File: src/rtl/demux_sched_pkg.sv
// Shared constants, FSM state type and one-hot helper for the demux scheduler.
// Included by rr_pick and demux_sched.
package demux_sched_pkg;

    localparam int NCH  = 8;
    localparam int SELW = 3;
    localparam int CNTW = 16;

    typedef enum logic {
        IDLE = 1'b0,
        HOLD = 1'b1
    } state_t;

    function automatic logic [NCH-1:0] sel_onehot(input logic [SELW-1:0] idx);
        return NCH'(1) << idx;
    endfunction

endpackage

File: src/rtl/rr_pick.sv
// Circular first-set search over an 8-bit mask, starting at ptr.
// Latency: combinational. Backpressure: none (pure function of inputs).
// No set bit: found = 0, idx = ptr.
module rr_pick
    import demux_sched_pkg::*;
(
    input  logic [NCH-1:0]  mask,
    input  logic [SELW-1:0] ptr,
    output logic [SELW-1:0] idx,
    output logic            found
);

    // Scan from the farthest offset down so the nearest set bit wins.
    always_comb begin
        idx   = ptr;
        found = 1'b0;
        for (int i = NCH - 1; i >= 0; i--) begin
            if (mask[ptr + SELW'(i)]) begin
                idx   = ptr + SELW'(i);
                found = 1'b1;
            end
        end
    end

endmodule

File: src/rtl/demux_sched.sv
// Routes each input item to one of 8 channels via a one-entry output register; round-robin target.
// Latency: 1 cycle accept-to-out_valid. Backpressure: in_ready follows the targeted out_ready while full.
// DEMUX_SCHED_SKIP_EN: skip channels disabled in en_mask (default: strict rotation, en_mask ignored).
module demux_sched
    import demux_sched_pkg::*;
#(
    parameter int DW = 8
) (
    input  logic            clk,
    input  logic            rst_n,
    input  logic            in_valid,
    output logic            in_ready,
    input  logic [DW-1:0]   in_data,
    input  logic [NCH-1:0]  en_mask,
    output logic [NCH-1:0]  out_valid,
    input  logic [NCH-1:0]  out_ready,
    output logic [DW-1:0]   out_data,
    output logic [SELW-1:0] out_sel,
    output logic            busy,
    output logic [CNTW-1:0] xfer_cnt
);

    state_t          state;
    logic [SELW-1:0] ptr;
    logic [SELW-1:0] sel_q;
    logic [NCH-1:0]  vld_q;
    logic [DW-1:0]   dat_q;
    logic [CNTW-1:0] cnt_q;

    logic            drain;
    logic            accept;
    logic [SELW-1:0] base_ptr;
    logic [NCH-1:0]  pick_mask;
    logic [SELW-1:0] pick_idx;
    logic            pick_found;

`ifdef DEMUX_SCHED_SKIP_EN
    assign pick_mask = en_mask;
`else
    logic unused_en_mask;
    assign pick_mask      = '1;
    assign unused_en_mask = ^en_mask;
`endif

    assign drain = (state == HOLD) && out_ready[sel_q];

    // A refill in the drain cycle must search from the post-drain pointer.
    assign base_ptr = drain ? sel_q + SELW'(1) : ptr;

    rr_pick u_pick (
        .mask  (pick_mask),
        .ptr   (base_ptr),
        .idx   (pick_idx),
        .found (pick_found)
    );

    assign in_ready = rst_n && ((state == IDLE) || drain) && pick_found;
    assign accept   = in_valid && in_ready;

    always_ff @(posedge clk or negedge rst_n) begin
        if (!rst_n) begin
            state <= IDLE;
            ptr   <= '0;
            sel_q <= '0;
            vld_q <= '0;
            dat_q <= '0;
            cnt_q <= '0;
        end else begin
            if (drain) begin
                cnt_q <= cnt_q + CNTW'(1);
                ptr   <= sel_q + SELW'(1);
            end
            if (accept) begin
                state <= HOLD;
                sel_q <= pick_idx;
                vld_q <= sel_onehot(pick_idx);
                dat_q <= in_data;
            end else if (drain) begin
                state <= IDLE;
                vld_q <= '0;
            end
        end
    end

    assign out_valid = vld_q;
    assign out_data  = dat_q;
    assign out_sel   = sel_q;
    assign busy      = (state == HOLD);
    assign xfer_cnt  = cnt_q;

endmodule

File: config.mk
export PLATFORM = sky130hd
export DESIGN_NAME = demux_sched
export DESIGN_NICKNAME = d
export VERILOG_FILES = /design/src/rtl/demux_sched_pkg.sv /design/src/rtl/rr_pick.sv /design/src/rtl/demux_sched.sv
export SDC_FILE = /design/constraint.sdc
export NUM_CORES = 1
export LEC_CHECK = 0
export CAP_MARGIN = 40
export CORE_ASPECT_RATIO = 1.4
export CORE_MARGIN = 1
export CORE_UTILIZATION = 50
export DETAILED_ROUTE_END_ITERATION = 10
export GPL_ROUTABILITY_DRIVEN = 1
export PLACE_DENSITY = 0.8
export SYNTH_ARGS = -nofsm -noshare
export SYNTH_HDL_FRONTEND = slang
export SYNTH_HIERARCHICAL = 1
export SYNTH_SLANG_ARGS = --single-unit
File: constraint.sdc
create_clock -name clk -period 3.9 [get_ports clk]
set_input_delay 0.975 -clock clk [delete_from_list [all_inputs] [get_ports clk]]
set_output_delay 0.975 -clock clk [all_outputs]
set_load 0.03 [all_outputs]
==> results by stage <==
Status:
- The flow ran to the end, and the final reports show no timing, DRC or antenna violations.

Finish:
- The final non-filler cell area is 3780 um2.
- The layout net count is 395.
- In the final layout, the share of cells above drive strength 1 is 19.7%.
- The area growth from synthesis to layout is 40.8%.
- The count of fill cells added during filler insertion is 373.

Floorplanning:
- The number of top-level design ports is 64.
- Once the floorplan was initialized, standard cells occupied 52.1% of the core.
- The die outline width is 64.0 um.
- The number of placement rows is 31.
- The total die area is 5670 um2.
- The total area inside the core boundary comes to 5160 um2.
- The height of the die is around 89 um.

Detailed routing:
- For this block, the via count after detailed routing is 2304.
- The total DRC errors in the routed layout is 0.
- For this block, the initial DRC count from the detailed router was 146.
- The antenna violation net count after detailed routing is 0.
- Wires add up to 6420 um.
- The routed wirelength normalized by instance count is approximately 15 um.
- The total iterations of the first detailed-routing run is 5.
- After detailed routing, the number of vias per cell comes to around 5.3.

Global routing:
- The global route total overflow is 0.
- Entering global routing, the biggest net connects 35 pins.
- The number of global-route vias before repair is 2230.
- The first global-routing pass estimated 10100 um of wire.
- In the global route stage, overall resource usage came out at 23.2%.
- The number of antenna violations at the first check in global routing is 1.

STA:
- The actual transition at the worst max-transition pin is 0.593 ns.
- For this run, the top clock speed supported by timing is 0.277 GHz.
- The worst pin sits at a relative slew slack of 60.4%.
- For the finished layout, the period the worst path requires is 3.61 ns.
- For the final database, setup skew stands at 0.00536 ns.
- The tightest hold margin is 0.478 ns.
- The number of max-slew violations in the final report came to 0.
- The final count of hold timing violations is 0.
- The post-route fraction of the period consumed by the critical path is 92.5%.
- In the final timing run, aggregate negative setup slack is 0 ns.
- Setup repair after global routing left no endpoint under its margin.
- The setup-violating endpoint count in the final report is 0.

Placement:
- Routability-driven placement finished with a final weighted congestion of 0.939.
- The wire-length estimate of the detail-placed layout is 4700 um.
- The standard cell area after detailed placement is 3540 um2.
- Input and output buffers added on the ports amount to 55.

Synthesis:
- The cell with the most instances after synthesis is sky130_fd_sc_hd__dfrtp_1.
- The largest area contributor in the synthesized netlist is sky130_fd_sc_hd__dfrtp_1.
- The average size of a mapped cell is 11.0 um2.
- The sequential area share after synthesis is 36.3%.
- The fraction of post-synthesis cell area in the top cell type by area is between 30% and 40%.
- The number of synthesized flops with an enable pin is 0.
- The distinct cell type count of the synthesized netlist is 52.
- By area the synthesized netlist is led by sky130_fd_sc_hd__dfrtp_1 36%, sky130_fd_sc_hd__mux4_2 7.5%, sky130_fd_sc_hd__mux2i_1 6.0%.
- In the synthesized netlist the async set-or-reset flop fraction comes to 100%.
- In the synthesized netlist, the cells that appear most often are 39 x sky130_fd_sc_hd__dfrtp_1, 19 x sky130_fd_sc_hd__nand2_1, 16 x sky130_fd_sc_hd__mux2i_1.
- Among all flip-flop cells after synthesis, the most frequent one is sky130_fd_sc_hd__dfrtp_1.
- During synthesis, Yosys emitted a total of 6 warnings.
- The synthesized cell area is roughly 2700 um2.
- Counting flops and latches in the post-synthesis netlist gives 39.
- The cell count after synthesis is 244.

CTS:
- The number of buffers created by CTS is 5.
- The later pin in the worst-skew pair is clocked with a latency of 0.29 ns.
- The TritonCTS clock tree is done.
- The number of clock sinks is 39.
- The level count of the clock H-tree is 2.
- The clock tree root driver cell is sky130_fd_sc_hd__clkbuf_8.
- The clock-pin slew on the worst setup and hold paths is 0.07 ns.
- The maximum buffer depth of the clock tree is 2.

Worst setup path:
- The worst setup path is launched from a primary input.
- Data on the critical path is required at its endpoint by 4.08 ns.
- Along the worst path, the maximum fanout reaches 5.
- The worst endpoint data arrival time is 3.79 ns.
- By startpoint and endpoint, the worst setup path is classified as primary input to register.
- STA classifies the critical path endpoint as a register.

Min path:
- The min-delay analysis places its worst path in the category register to register.

Flow run:
- The max-cap check violation count is 0.
stage by stage:
step / worst slack [ns] / cells / utilization, %
2_1_floorplan: 0.0610 / 291 / -
3_3_place_gp: -0.349 / 418 / 68.7
3_5_place_dp: -0.435 / 418 / 68.7
4_1_cts: 0.0485 / 426 / 71.1
5_1_grt: 0.209 / 432 / 73.3
6_report: 0.291 / 432 / 73.3
placed cells by master, fill, tap and decap left out, types with 12 or more instances in the layout:
master / n
sky130_fd_sc_hd__conb_1: 48
sky130_fd_sc_hd__clkdlybuf4s50_1: 45
sky130_fd_sc_hd__dfrtp_1: 39
sky130_fd_sc_hd__buf_4: 22
sky130_fd_sc_hd__nand2_1: 18
sky130_fd_sc_hd__mux2i_1: 16
sky130_fd_sc_hd__xor2_1: 13
sky130_fd_sc_hd__nor2_1: 13
sky130_fd_sc_hd__mux2_2: 12
cells by family (layout without fill, tap and decap cells):
group,after synthesis,count (layout),synth area share [%]
AND/OR/NAND/NOR,76,76,14.8
multiplexers,46,46,25.0
flip-flops,39,39,36.3
AO/OA/AOI/OAI,34,34,10.1
buffers and inverters,24,98,5.31
XOR/XNOR,20,20,6.52
adder cells (fa/ha/maj),4,4,1.86
other,1,49,0.140
state kept, by name, indices dropped and copies added (netlist names):
signal     cells
out_data       8
out_sel        3
busy           1
ptr            3
xfer_cnt      16
out_valid      8
critical path, cell delays in order:
cell and delay [ns]:
sky130_fd_sc_hd__dlymetal6s2s_1 0.11, sky130_fd_sc_hd__mux2i_1 0.09, sky130_fd_sc_hd__mux4_2 0.50, sky130_fd_sc_hd__or2_4 0.29, sky130_fd_sc_hd__mux2_4 0.35, sky130_fd_sc_hd__ha_4 0.19
sky130_fd_sc_hd__buf_4 0.14, sky130_fd_sc_hd__xor2_2 0.15, sky130_fd_sc_hd__a222oi_1 0.39, sky130_fd_sc_hd__o21ai_2 0.18, sky130_fd_sc_hd__buf_4 0.17, sky130_fd_sc_hd__a32o_1 0.25
layout make-up:
type | count | area [um2] | share of cell area, %
Inverter | 11 | 41.3 | 1.09
Multi-Input combinational cell | 228 | 1780 | 47.0
Sequential cell | 39 | 976 | 25.8
Clock buffer | 6 | 82.6 | 2.18
Timing Repair Buffer | 79 | 786 | 20.8
Tap cell | 66 | 82.6 | 2.18
Clock inverter | 2 | 35.0 | 0.926
Antenna cell | 1 | 2.50 | 0.0662
final timing paths:
kind	startpoint	to	slack, ns	cells after the start
max in group asynchronous	rst_n	out_valid[4]	2.70	2
worst min-delay path	xfer_cnt[15]	xfer_cnt[15]	0.48	1
worst max register to register	out_sel[0]	out_valid[5]	0.45	11
worst min register to register	xfer_cnt[15]	xfer_cnt[15]	0.48	1
worst max-delay path	out_ready[5]	out_valid[5]	0.29	12
min in group asynchronous	rst_n	out_valid[7]	0.52	1
layer usage:
layer | track usage [%] | share of wire (%) | wire length, um | up-vias
met5 | 0 | 0 | 0 | -
met4 | 10.1 | 2.0 | 127 | 0
met3 | 3.48 | 5.3 | 341 | 10
met2 | 44.7 | 54 | 3500 | 82
met1 | 24.9 | 38 | 2460 | 1103
li1 | - | - | - | 1109
timing repair:
item | 4_1_cts | 5_1_grt
cloned | 0 | 1
setup buffers | 0 | 4
endpoints found under the setup margin | 9 | 9
gates resized for setup | 3 | 17
hold buffers | 0 | 0
pin swaps | 2 | 5
Power is not shown: default switching activity piles up to over one toggle a cycle in this logic, so the estimate is an artifact.
